**config.mk**
```make
export PLATFORM = sky130hd
export DESIGN_NAME = imem_program_writer
export DESIGN_NICKNAME = d
export VERILOG_FILES = /design/src/rtl/isa_pkg.sv /design/src/rtl/imem_program_writer_fifo.sv /design/src/rtl/imem_program_writer.sv
export SDC_FILE = /design/constraint.sdc
export NUM_CORES = 1
export LEC_CHECK = 0
export ABC_AREA = 0
export CAP_MARGIN = 30
export CORE_UTILIZATION = 31
export DETAILED_ROUTE_END_ITERATION = 12
export PLACE_DENSITY = 0.59
export SETUP_SLACK_MARGIN = 0.02
export SLEW_MARGIN = 30
export SYNTH_ARGS = -nofsm -noshare
export SYNTH_HDL_FRONTEND = slang
export SYNTH_SLANG_ARGS = --single-unit
export TNS_END_PERCENT = 1
```
**constraint.sdc**
```tcl
create_clock -name clk -period 3.45 [get_ports clk]
set_clock_uncertainty 0.15 [all_clocks]
set_input_delay 0.345 -clock clk [delete_from_list [all_inputs] [get_ports clk]]
set_output_delay 0.345 -clock clk [all_outputs]
set_load 0.03 [all_outputs]
```
**src/rtl/isa_pkg.sv**
```systemverilog
`default_nettype none
// ============================================================================
//  Module   : isa_pkg
//  Brief    : Instruction-set constants shared by the program writer and the
//             control unit: field widths, opcode values, legality check and
//             the loader state encoding.
//  Revision : 1.0 - initial release
// ============================================================================
package isa_pkg;

    localparam int OPC_W     = 5;
    localparam int OPERAND_W = 4;
    localparam int INSTR_W   = OPC_W + OPERAND_W;

    // Opcode map (identical values to the control-unit decoder)
    localparam logic [OPC_W-1:0] OPC_ADD        = 5'b00000;
    localparam logic [OPC_W-1:0] OPC_MVADR      = 5'b00100;
    localparam logic [OPC_W-1:0] OPC_RSADR      = 5'b00101;
    localparam logic [OPC_W-1:0] OPC_SETI       = 5'b00110;
    localparam logic [OPC_W-1:0] OPC_MVMATH     = 5'b00111;
    localparam logic [OPC_W-1:0] OPC_MVCNT      = 5'b01100;
    localparam logic [OPC_W-1:0] OPC_RSCNT      = 5'b01110;
    localparam logic [OPC_W-1:0] OPC_JUMP       = 5'b11000;
    localparam logic [OPC_W-1:0] OPC_ZEROREG    = 5'b11001;
    localparam logic [OPC_W-1:0] OPC_HALT       = 5'b11010;
    localparam logic [OPC_W-1:0] OPC_LAST_LEGAL = 5'b11010;

    // Loader sequencing states
    typedef enum logic [1:0] {
        ST_IDLE  = 2'd0,
        ST_LOAD  = 2'd1,
        ST_DRAIN = 2'd2,
        ST_DONE  = 2'd3
    } load_state_e;

    // Everything above halt (11011..11111) is unassigned and must be dropped
    function automatic logic is_illegal_opc(input logic [OPC_W-1:0] opc);
        return (opc > OPC_LAST_LEGAL);
    endfunction

endpackage
`default_nettype wire

```
**src/rtl/imem_program_writer_fifo.sv**
```systemverilog
`default_nettype none
// ============================================================================
//  Module   : sync_fifo
//  Brief    : Single-clock FIFO with simultaneous push/pop, full/empty flags,
//             occupancy count and a combinational head-of-queue output.
//             DEPTH must be a power of two so the pointers wrap naturally.
//  Revision : 1.0 - initial release
// ============================================================================
module sync_fifo #(
    parameter int WIDTH = 9,
    parameter int DEPTH = 4
) (
    input  logic                         clk,
    input  logic                         rst_n,
    input  logic                         clear,
    input  logic                         push,
    input  logic [WIDTH-1:0]             push_data,
    input  logic                         pop,
    output logic                         full,
    output logic                         empty,
    output logic [WIDTH-1:0]             head_data,
    output logic [$clog2(DEPTH+1)-1:0]   count
);

    localparam int               PTR_W    = $clog2(DEPTH);
    localparam int               CNT_W    = $clog2(DEPTH + 1);
    localparam logic [CNT_W-1:0] FULL_CNT = CNT_W'(DEPTH);
    localparam logic [PTR_W-1:0] PTR_ONE  = PTR_W'(1);
    localparam logic [CNT_W-1:0] CNT_ONE  = CNT_W'(1);

    logic [WIDTH-1:0] mem_q [DEPTH];
    logic [PTR_W-1:0] wr_ptr_q, wr_ptr_d;
    logic [PTR_W-1:0] rd_ptr_q, rd_ptr_d;
    logic [CNT_W-1:0] count_q, count_d;
    logic             do_push;
    logic             do_pop;

    assign full      = (count_q == FULL_CNT);
    assign empty     = (count_q == '0);
    assign do_push   = push && !full;
    assign do_pop    = pop && !empty;
    assign head_data = mem_q[rd_ptr_q];
    assign count     = count_q;

    // Pointer and occupancy bookkeeping; clear wins over any push/pop
    always_comb begin
        wr_ptr_d = wr_ptr_q;
        rd_ptr_d = rd_ptr_q;
        count_d  = count_q;
        if (clear) begin
            wr_ptr_d = '0;
            rd_ptr_d = '0;
            count_d  = '0;
        end else begin
            if (do_push) wr_ptr_d = wr_ptr_q + PTR_ONE;
            if (do_pop)  rd_ptr_d = rd_ptr_q + PTR_ONE;
            case ({do_push, do_pop})
                2'b10:   count_d = count_q + CNT_ONE;
                2'b01:   count_d = count_q - CNT_ONE;
                default: count_d = count_q;
            endcase
        end
    end

    // Control registers
    always_ff @(posedge clk) begin
        if (!rst_n) begin
            wr_ptr_q <= '0;
            rd_ptr_q <= '0;
            count_q  <= '0;
        end else begin
            wr_ptr_q <= wr_ptr_d;
            rd_ptr_q <= rd_ptr_d;
            count_q  <= count_d;
        end
    end

    // Storage array; contents are don't-care while the entry is unoccupied
    always_ff @(posedge clk) begin
        if (do_push && !clear) begin
            mem_q[wr_ptr_q] <= push_data;
        end
    end

endmodule
`default_nettype wire

```
**src/rtl/imem_program_writer.sv**
```systemverilog
`default_nettype none
// ============================================================================
//  Module   : imem_program_writer
//  Brief    : Packs decoded instruction fields into 9-bit words, buffers them
//             and writes them to consecutive instruction-memory addresses
//             from 0 until a halt has been written or the address space is
//             exhausted.
//  Revision : 1.0 - initial release
// ============================================================================
module imem_program_writer
    import isa_pkg::*;
#(
    parameter int ADDR_W     = 8,
    parameter int FIFO_DEPTH = 4
) (
    input  logic               clk,
    input  logic               rst_n,
    input  logic               start,
    input  logic               in_valid,
    output logic               in_ready,
    input  logic [4:0]         in_opcode,
    input  logic [1:0]         in_ra,
    input  logic [1:0]         in_rb,
    input  logic [3:0]         in_imm,
    input  logic               in_sign,
    output logic               imem_we,
    input  logic               imem_ready,
    output logic [ADDR_W-1:0]  imem_addr,
    output logic [8:0]         imem_wdata,
    output logic               done,
    output logic               overflow,
    output logic [7:0]         err_count
);

    localparam int                CNT_W      = $clog2(FIFO_DEPTH + 1);
    localparam logic [CNT_W-1:0]  FIFO_ONE   = CNT_W'(1);
    // Number of words that fit in the address space (2^ADDR_W)
    localparam logic [ADDR_W:0]   ADDR_SPACE = {1'b1, {ADDR_W{1'b0}}};
    localparam logic [ADDR_W:0]   PUSH_ONE   = (ADDR_W+1)'(1);
    localparam logic [ADDR_W-1:0] ADDR_MAX   = '1;
    localparam logic [ADDR_W-1:0] ADDR_ONE   = ADDR_W'(1);

    load_state_e         state_q, state_d;
    logic [ADDR_W-1:0]   addr_q, addr_d;
    logic [ADDR_W:0]     push_cnt_q, push_cnt_d;
    logic                done_q, done_d;
    logic                overflow_q, overflow_d;
    logic [7:0]          err_count_q, err_count_d;

    logic [OPERAND_W-1:0] operand;
    logic [INSTR_W-1:0]   enc_word;
    logic                 accept;
    logic                 opc_illegal;
    logic                 fifo_push;
    logic                 fifo_pop;
    logic                 fifo_clear;
    logic                 fifo_full;
    logic                 fifo_empty;
    logic [INSTR_W-1:0]   fifo_head;
    logic [CNT_W-1:0]     fifo_count;

    // Field packing: operand layout depends on which fields the opcode uses
    always_comb begin
        operand = {in_ra, in_rb};
        case (in_opcode)
            OPC_SETI:  operand = in_imm;
            OPC_RSADR: operand = {3'b000, in_sign};
            OPC_HALT,
            OPC_JUMP:  operand = 4'b0000;
            OPC_MVADR,
            OPC_MVMATH,
            OPC_MVCNT,
            OPC_RSCNT,
            OPC_ZEROREG: operand = {2'b00, in_rb};
            default:   operand = {in_ra, in_rb};
        endcase
        enc_word = {in_opcode, operand};
    end

    // Leaving LOAD on halt or budget exhaustion also closes in_ready
    assign in_ready    = (state_q == ST_LOAD) && !fifo_full &&
                         (push_cnt_q != ADDR_SPACE);
    assign accept      = in_valid && in_ready;
    assign opc_illegal = is_illegal_opc(in_opcode);
    assign fifo_push   = accept && !opc_illegal;
    assign fifo_pop    = imem_we && imem_ready;

    assign imem_we    = !fifo_empty;
    assign imem_wdata = fifo_empty ? '0 : fifo_head;
    assign imem_addr  = addr_q;
    assign done       = done_q;
    assign overflow   = overflow_q;
    assign err_count  = err_count_q;

    sync_fifo #(
        .WIDTH (INSTR_W),
        .DEPTH (FIFO_DEPTH)
    ) u_fifo (
        .clk       (clk),
        .rst_n     (rst_n),
        .clear     (fifo_clear),
        .push      (fifo_push),
        .push_data (enc_word),
        .pop       (fifo_pop),
        .full      (fifo_full),
        .empty     (fifo_empty),
        .head_data (fifo_head),
        .count     (fifo_count)
    );

    // Next-state logic for sequencing, address, budget and status flags
    always_comb begin
        state_d     = state_q;
        addr_d      = addr_q;
        push_cnt_d  = push_cnt_q;
        done_d      = done_q;
        overflow_d  = overflow_q;
        err_count_d = err_count_q;
        fifo_clear  = 1'b0;

        // Address only advances on a completed write; it saturates rather
        // than wrapping after the last location has been written
        if (fifo_pop && (addr_q != ADDR_MAX)) begin
            addr_d = addr_q + ADDR_ONE;
        end

        case (state_q)
            ST_IDLE, ST_DONE: begin
                if (start) begin
                    state_d     = ST_LOAD;
                    addr_d      = '0;
                    push_cnt_d  = '0;
                    done_d      = 1'b0;
                    overflow_d  = 1'b0;
                    err_count_d = '0;
                    fifo_clear  = 1'b1;
                end
            end
            ST_LOAD: begin
                if (accept) begin
                    if (opc_illegal) begin
                        if (err_count_q != 8'hFF) begin
                            err_count_d = err_count_q + 8'd1;
                        end
                    end else begin
                        push_cnt_d = push_cnt_q + PUSH_ONE;
                        if (in_opcode == OPC_HALT) begin
                            state_d = ST_DRAIN;
                        end else if ((push_cnt_q + PUSH_ONE) == ADDR_SPACE) begin
                            state_d    = ST_DRAIN;
                            overflow_d = 1'b1;
                        end
                    end
                end
            end
            ST_DRAIN: begin
                // Finish on the edge that retires the final word so that
                // done is visible in the very next cycle
                if (fifo_empty || ((fifo_count == FIFO_ONE) && fifo_pop)) begin
                    state_d = ST_DONE;
                    done_d  = 1'b1;
                end
            end
            default: state_d = ST_IDLE;
        endcase
    end

    // State and status registers
    always_ff @(posedge clk) begin
        if (!rst_n) begin
            state_q     <= ST_IDLE;
            addr_q      <= '0;
            push_cnt_q  <= '0;
            done_q      <= 1'b0;
            overflow_q  <= 1'b0;
            err_count_q <= '0;
        end else begin
            state_q     <= state_d;
            addr_q      <= addr_d;
            push_cnt_q  <= push_cnt_d;
            done_q      <= done_d;
            overflow_q  <= overflow_d;
            err_count_q <= err_count_d;
        end
    end

endmodule
`default_nettype wire

```
==> results of run 1 <==
## routing by layer
| layer | global-route usage [%] | vias to the layer above | part of all wire [%] |
|---|---|---|---|
| met5 | 0 | - | 0 |
| met4 | 3.78 | 0 | 0.24 |
| met3 | 3.44 | 3 | 4.6 |
| met2 | 23.0 | 58 | 47 |
| met1 | 18.1 | 1306 | 48 |
| li1 | - | 1352 | - |
## cell type report
type | instances | area, sq um | share of cell area, %
flip-flops and latches | 74 | 1840 | 39.9
multi-input cells | 245 | 1730 | 37.4
repair buffers | 51 | 500 | 10.8
clock buffers | 9 | 225 | 4.88
well taps | 143 | 179 | 3.87
clock inverters | 7 | 82.6 | 1.79
inverters | 17 | 63.8 | 1.38
## critical path: cells and delay by family (launching register included)
kind | cells | cell delay (ns)
DFF | 1 | 0.70
muxes | 1 | 0.59
buffers and inverters | 1 | 0.59
and+or+nand+nor | 1 | 0.17
## flip-flops by register name, indices dropped and copies added (netlist names), named ones only
name             cells
imem_addr            8
u_fifo.count         3
u_fifo.mem_q        36
u_fifo.wr_ptr_q      2
push_cnt_q           9
overflow             1
err_count            8
done                 1
u_fifo.rd_ptr_q      2
state_q              2
## logic make-up after synthesis
logic type	after synthesis	synth area share, %
flops	74	49.9
simple gates	139	19.1
xor+xnor	20	4.75
buf+inv	31	3.32
fa+ha+maj	17	5.76
mux	16	7.39
compound gates	53	9.76
## where the power goes
part / total [mW] / switching, mW / internal [mW]
combinational: 0.985 / 0.591 / 0.394
sequential: 1.05 / 0.0616 / 0.983
clock: 0.970 / 0.397 / 0.573
## worst min-delay path by stage
stage / slack [ns] / end / from / depth (start not counted)
2_1_floorplan: 0.29 / u_fifo.mem_q[0][4] / in_opcode[0] / 0
3_5_place_dp: 0.34 / overflow / overflow / 2
3_3_place_gp: 0.32 / overflow / overflow / 2
5_1_grt: 0.40 / state_q[0] / state_q[0] / 2
4_1_cts: 0.36 / imem_addr[5] / imem_addr[5] / 2
6_report: 0.36 / state_q[0] / state_q[0] / 2
## Yosys cell counts, types with 2 or more instances
| library cell | instances | share of area, % |
|---|---|---|
| o21ai_0 | 13 | 1.8 |
| or3_1 | 4 | 0.68 |
| xor2_1 | 6 | 1.4 |
| nor3b_1 | 4 | 0.81 |
| a21oi_1 | 11 | 1.5 |
| mux2i_1 | 7 | 1.9 |
| dfxtp_1 | 38 | 21 |
| nor2b_1 | 2 | 0.34 |
| nor4b_1 | 2 | 0.47 |
| a31oi_1 | 4 | 0.68 |
| and2_1 | 13 | 2.2 |
| nor4_1 | 5 | 0.85 |
| nand2_1 | 22 | 2.2 |
| xnor2_1 | 14 | 3.3 |
| mux4_2 | 9 | 5.5 |
| o21ai_1 | 2 | 0.27 |
| a22o_1 | 2 | 0.47 |
| nand3_1 | 17 | 2.3 |
| clkbuf_1 | 8 | 0.81 |
| edfxtp_1 | 36 | 29 |
| ha_1 | 17 | 5.8 |
| o211ai_1 | 3 | 0.61 |
| nand4_1 | 8 | 1.4 |
| a21boi_0 | 2 | 0.41 |
| nor2_1 | 38 | 3.9 |
| o22ai_1 | 2 | 0.34 |
| buf_2 | 4 | 0.54 |
| and3_1 | 5 | 0.85 |
| nor3_1 | 7 | 0.95 |
| or2_2 | 2 | 0.34 |
| inv_1 | 16 | 1.6 |
| nand2b_1 | 7 | 1.2 |
## layout by cell type (no fill, tap or decap), types with 4 or more instances in the layout
master,n
clkdlybuf4s50_1,47
nor2_1,38
dfxtp_1,38
edfxtp_1,36
nand2_1,22
nand3_1,17
ha_1,17
inv_1,16
xnor2_1,14
and2_1,13
o21ai_0,12
a21oi_1,11
mux4_2,9
clkbuf_16,9
nand4_1,8
nand2b_1,7
nor3_1,7
mux2i_1,7
xor2_1,6
and3_1,5
nor4_1,5
nor3b_1,4
a31oi_1,4
or3_1,4
buf_4,4
==> results.yml, run 1 <==
floorplan:
  die_area_sq_um: 12300
  io_pins: 48
  row_count: 39
  fp.dieH_microns: 111
  start_util_pct: 32.1
  die_w_microns: 111
  fp.coreArea_sq_um: 11500
sta:
  hold_ws_ns: 0.357
  fin_crit_sh_pct: 83.0
  worstMarginPinSlew_ns: 0.865
  tns_ns: 0
  setup_viol: 0
  relSlewSlack_pct: 41.8
  drv_slew: 0
  max_freq_mhz: 349
  finalHoldViolations: 0
  finalCriticalPeriod_ns: 2.86
  fin_ws_ns: 0.587
  grt_setup_unrepaired: "no"
power:
  ir_drop_mv: 0.276
  leakage_nw: 1.58
  finalPower_mw: 3.00
  power_density_nw_per_um2: 649
worst_hold_path:
  hold_class: "flip-flop to flip-flop"
setup_path:
  r2r_slack_ns: 0.60
  crit_end: "imem_wdata[2]"
  crit_fanout: 9
  cp-start-kind: "flip-flop"
  rr_endpoint: "u_fifo.count[2]"
  r2r-start: "u_fifo.count[0]"
  required_ns: 2.95
  r2r_cells: 9
  worst_setup_path_end_kind: "output pin"
  worstPathCellList: "mux4_2 -> and2_1 -> clkdlybuf4s50_1"
  crit_arrival_ns: 2.37
  crit_type: "flip-flop to output pin"
  critPathMaxStageDelay_ns: 0.70
  slowest_stage: "dfxtp_1"
final_layout:
  syn_to_final_growth_pct: 25.2
  fill_cells: 1169
  final_util_pct: 40.1
  nets: 434
  drive_above_1_share_pct: 8.93
  diodes: 0
  fin_cells: 546
  finish.instance_area_sq_um: 4620
drt:
  vias: 2719
  first_iter_violations: 146
  routedWlPerCell_microns: 14.3
  totalWireLength_microns: 7820
  avgViaCountPerCell: 4.98
  drc_errors: 8
  drtPass1Iterations: 8
  antenna_left: 0
logic_synthesis:
  ys_types: 52
  ys_seq_elements: 74
  syn_area_per_cell_sq_um: 10.5
  async_flop_share_pct: 0
  synth-edff-count: 36
  syn_nets: 386
  syn-cell-area_sq_um: 3690
  yosysWarnings: 0
  syn_inst: 350
  synth_flop_cell: "dfxtp_1"
  seq_area_frac_synth_pct: 49.9
clock_tree:
  clock-root-buffer: "clkbuf_16"
  clock_path_buffers: 2
  clkLatencyLatePin_ns: 0.33
  post_cts_buffers: 0
  numCtsBuffers: 9
  h-tree-depth: 3
  cts_tree: "built"
  holdBufCountCts: 0
  cts_resized: 0
  clk_pin_slew_worst_paths_ns: 0.06
  clkSinkCount: 74
global_route:
  grt_pass1_vias: 2766
  grt_use_total_pct: 13.9
  grt_antenna_before_repair: 0
  grt_max_degree: 17
  grt_overflow_total: 0
  grt_pass1_wl_microns: 13700
place:
  io_buffers: 47
  place_inst: 530
  gp_congestion: 0.812
  place_ws_ns: 0.614
  dp_hpwl_microns: 5620
  place_area_sq_um: 4310
job:
  maxCapViolCount: 0
outcome:
  status: "finished, violations left"
  violations: "DRC"
No activity file was read; power rests on OpenSTA's default activity.
==> inputs of run 2 (changes only) <==
- clock period: 3.45 -> 3 ns (I/O delays scaled with it)
==> results.yml, run 2 (synthesized netlist as in run 1, its figures left out) <==
final_layout:
  final_util_pct: 40.6
  fill_cells: 1150
  multi_input_area_sq_um: 1730
  drive_above_1_share_pct: 9.34
  diodes: 0
  nets: 438
  register_area_sq_um: 1840
  largest_reg_flops: 36
  final_common_cell: "clkdlybuf4s50_1"
  largestRegisters: "u_fifo.mem_q x36, push_cnt_q x9"
  largest_register: "u_fifo.mem_q"
  syn_to_final_growth_pct: 26.7
  final_cell_mix: "clkdlybuf4s50_1, nor2_1, dfxtp_1"
setup_path:
  required_ns: 2.55
  r2r_cells: 9
  crit_fanout: 6
  worst_setup_path_end_kind: "output pin"
  r2r_slack_ns: 0.36
  cp-start-kind: "flip-flop"
  crit_type: "flip-flop to output pin"
  r2r-start: "u_fifo.count[0]"
  rr_endpoint: "u_fifo.count[2]"
  crit_arrival_ns: 2.29
global_route:
  grt_antenna_before_repair: 0
  grt_pass1_vias: 2603
  grt_overflow_total: 0
  met2_usage_pct: 22.1
  grtUsageMet1_pct: 17.0
  grt_pass1_wl_microns: 13100
  grt_use_total_pct: 13.6
  grt_busiest_layer: "met2"
  grt_max_degree: 14
  met3_usage_pct: 3.61
place:
  gp_congestion: 0.865
  dp_hpwl_microns: 5810
  io_buffers: 47
drt:
  totalWireLength_microns: 7890
  first_iter_violations: 113
  drtPass1Iterations: 8
  vias: 2748
  routedWlPerCell_microns: 14.3
  drc_errors: 8
  antenna_left: 0
  avgViaCountPerCell: 5.00
clock_tree:
  clock_path_buffers: 2
  h-tree-depth: 3
  clk_pin_slew_worst_paths_ns: 0.06
  numCtsBuffers: 9
  holdBufCountCts: 0
  post_cts_buffers: 0
  cts_tree: "built"
  cts_resized: 0
  clock-root-buffer: "clkbuf_16"
  clkLatencyLatePin_ns: 0.33
  clkSinkCount: 74
sta:
  fin_crit_sh_pct: 91.4
  worstMarginPinSlew_ns: 0.711
  finalHoldViolations: 0
  relSlewSlack_pct: 52.3
  grt_setup_unrepaired: "no"
  setup_viol: 0
  tns_ns: 0
  finalCriticalPeriod_ns: 2.74
  drv_slew: 0
  max_freq_mhz: 365
worst_hold_path:
  hold_class: "flip-flop to flip-flop"
  hold_path_end: "state_q[0]"
  hp-start: "state_q[0]"
  min_path_cells: 2
power:
  ir_drop_mv: 0.301
  power_density_nw_per_um2: 764
  leakage_nw: 1.61
job:
  maxCapViolCount: 0
floorplan:
  fp.coreArea_sq_um: 11500
  row_count: 39
  start_util_pct: 32.1
  io_pins: 48
  die_w_microns: 111
  fp.dieH_microns: 111
  die_area_sq_um: 12300
outcome:
  status: "finished, violations left"
  violations: "DRC"
run 2: layer usage:
| layer | wire length (microns) | share of wire (%) |
|---|---|---|
| met4 | 113 | 1.4 |
| met5 | 0 | 0 |
| met3 | 333 | 4.2 |
| met2 | 3750 | 48 |
| met1 | 3690 | 47 |
run 2: through the flow:
stage	setup slack (ns)	cell area, sq um	hold WS [ns]	power [mW]	cells
3_5_place_dp	0.340	4340	0.333	2.40	534
4_1_cts	0.212	4680	0.359	3.61	550
2_1_floorplan	0.537	3690	0.249	2.01	350
6_report	0.258	4680	0.354	3.57	550
3_3_place_gp	0.457	4340	0.334	2.38	534
5_1_grt	0.144	4680	0.382	3.76	550
run 2: area by class of cell:
| cell class | instances | area share [%] |
|---|---|---|
| clock inverter | 6 | 2.27 |
| inverter | 17 | 1.36 |
| timing repair buffer | 55 | 11.3 |
| tap | 143 | 3.83 |
| multi-input combinational | 245 | 36.9 |
| clock buffer | 10 | 4.90 |
| sequential | 74 | 39.4 |
run 2: worst max path at each step:
stage                         start         endpoint  slack (ns)  depth (start not counted)
floorplan           u_fifo.count[0]  u_fifo.count[2]        0.54                          9
global placement    u_fifo.count[0]  u_fifo.count[2]        0.46                          9
detailed placement  u_fifo.count[0]  u_fifo.count[2]        0.34                          9
CTS                       flip-flop    imem_wdata[3]        0.21                          4
global route              flip-flop    imem_wdata[0]        0.14                          4
finish                    flip-flop    imem_wdata[3]        0.26                          4
run 2: worst max-delay path: stages (launching register included):
cell and delay, ns:
dfxtp_1 0.47, buf_4 0.24, mux4_2 0.50, and2_1 0.17
clkdlybuf4s50_1 0.58
run 2: report_power, final:
part	internal [mW]	leakage [nW]	total (mW)	switching [mW]
Clock	0.808	0.160	1.20	0.395
Sequential	1.13	0.633	1.20	0.0631
Combinational	0.467	0.821	1.18	0.708
Total	2.41	1.61	3.57	1.17
==> inputs of run 3 (changes only) <==
- PLACE_DENSITY: 0.59 -> 0.61
- clock period: 3 -> 2.21 ns (I/O delays scaled with it)
==> results.yml, run 3 (synthesized netlist as in run 1, its figures left out) <==
sta:
  grt_setup_unrepaired: "yes"
  setup_viol: 1
  drv_slew: 0
  relSlewSlack_pct: 68.3
  max_freq_mhz: 452
  fin_ws_ns: -0.00119
  finalHoldViolations: 0
  tns_ns: -0.00119
  fin_crit_sh_pct: 100
  worstMarginPinSlew_ns: 0.471
  finalCriticalPeriod_ns: 2.21
setup_path:
  crit_arrival_ns: 2.33
  r2r_cells: 10
  cp-startpoint: "state_q[1]"
  worst_setup_path_end_kind: "flip-flop"
  cp-start-kind: "flip-flop"
  rr_endpoint: "u_fifo.count[2]"
  worstPathCellList: "inv_2 -> ha_4 -> a21bo_4 -> a311oi_2 -> and2_4 -> inv_6 -> ha_4 -> mux2i_1 -> or3_1 -> a21oi_1"
  critical_path_buf_inv_count: 2
  slowest_stage: "or3_1"
  required_ns: 2.33
  crit_type: "flip-flop to flip-flop"
  r2r-start: "state_q[1]"
  crit_family: "simple AND/OR/NAND/NOR gates"
  crit_fanout: 5
  critPathMaxStageDelay_ns: 0.35
  r2r_slack_ns: -0.001
  crit_top_cell: "ha_4"
drt:
  avgViaCountPerCell: 4.98
  totalWireLength_microns: 8380
  antenna_left: 0
  routedWlPerCell_microns: 14.4
  vias: 2900
  drtPass1Iterations: 8
  first_iter_violations: 113
  drc_errors: 8
clock_tree:
  clk_pin_slew_worst_paths_ns: 0.07
  h-tree-depth: 3
  numCtsBuffers: 9
  clock-root-buffer: "clkbuf_16"
  clkSinkCount: 74
  clkLatencyLatePin_ns: 0.34
  cts_tree: "built"
  post_cts_buffers: 0
  clock_path_buffers: 2
  holdBufCountCts: 0
final_layout:
  drive_above_1_share_pct: 23.5
  largest_register: "u_fifo.mem_q"
  syn_to_final_growth_pct: 34.8
  nets: 470
  finish.instance_area_sq_um: 4980
  diodes: 0
  final_common_cell: "buf_4"
  largestRegisters: "u_fifo.mem_q x36, push_cnt_q x9"
  largest_reg_flops: 36
  fin_cells: 582
  final_util_pct: 43.2
  final_cell_mix: "buf_4, nor2_1, clkdlybuf4s50_1, edfxtp_1, dfxtp_1"
power:
  power_density_nw_per_um2: 1010
  leakage_nw: 1.78
  ir_drop_mv: 0.503
place:
  io_buffers: 47
  place_area_sq_um: 4630
  gp_congestion: 0.819
  dp_hpwl_microns: 6070
  place_inst: 566
  place_ws_ns: -0.0453
floorplan:
  die_w_microns: 111
  die_area_sq_um: 12300
  fp.coreArea_sq_um: 11500
  start_util_pct: 32.1
  fp.dieH_microns: 111
  row_count: 39
  io_pins: 48
worst_hold_path:
  hold_class: "flip-flop to flip-flop"
  min_path_cells: 2
  hold_path_end: "imem_addr[5]"
  hp-start: "imem_addr[5]"
global_route:
  grt_overflow_total: 0
  grt_max_degree: 17
  grt_pass1_wl_microns: 14000
  grt_use_total_pct: 14.4
  grt_antenna_before_repair: 0
  grt_pass1_vias: 2870
job:
  maxCapViolCount: 0
outcome:
  status: "finished, violations left"
  violations: "DRC, setup timing"
[run 3: changes by cell type in the layout (fill, tap and decap cells not counted), moves of 3 or more]
cell	change
and3_1	-4
inv_1	-3
inv_6	+3
ha_1	-4
clkdlybuf4s50_1	-11
buf_4	+41
bufinv_16	-3
ha_4	+4
dfxtp_1	-4
inv_8	+3
o21ai_1	-3
dfxtp_2	+4
[run 3: routing by layer]
layer | track usage [%] | vias to the layer above | part of all wire, %
met3 | 3.23 | 13 | 4.2
li1 | - | 1430 | -
met2 | 24.0 | 71 | 49
met4 | 5.59 | 0 | 1.7
met5 | 0 | - | 0
met1 | 18.1 | 1386 | 45
[run 3: worst max path at each step]
| stage | to | slack, ns | cells past startpoint |
|---|---|---|---|
| final | u_fifo.count[2] | -0.001 | 10 |
| after floorplan | u_fifo.count[2] | 0.003 | 10 |
| after global routing | u_fifo.count[2] | -0.10 | 10 |
| after CTS | u_fifo.count[2] | -0.01 | 10 |
| after global placement | u_fifo.count[2] | -0.0005 | 9 |
| after detailed placement | u_fifo.count[2] | -0.05 | 9 |
[run 3: metrics by stage]
stage	power, mW	hold slack [ns]
floorplan	2.79	0.170
global placement	3.51	0.345
detailed placement	3.55	0.352
CTS	5.01	0.362
global route	5.32	0.397
finish	5.01	0.357
[run 3: final cells by class]
class	count	area, sq um
clock buffers	9	225
clock inverters	7	67.6
fillers	1123	6540
inverters	17	68.8
multi-input cells	245	1820
flip-flops and latches	74	1850
well taps	143	179
repair buffers	87	768
[run 3: timing repair]
action                                  4_1_cts  5_1_grt
pin swaps                                     1        4
endpoints found under the setup margin        1       24
gates resized for setup                       0       12
gates cloned                                  0        0
[run 3: where the power goes]
part,switching (mW),total (mW),internal (mW)
Combinational,1.09,1.96,0.873
Sequential,0.0614,1.60,1.54
Clock,0.652,1.45,0.794
[run 3: worst min-delay path: stages, from the launching register on]
cell and delay (ns):
dfxtp_1 0.33, o21ai_0 0.07, a21oi_1 0.06
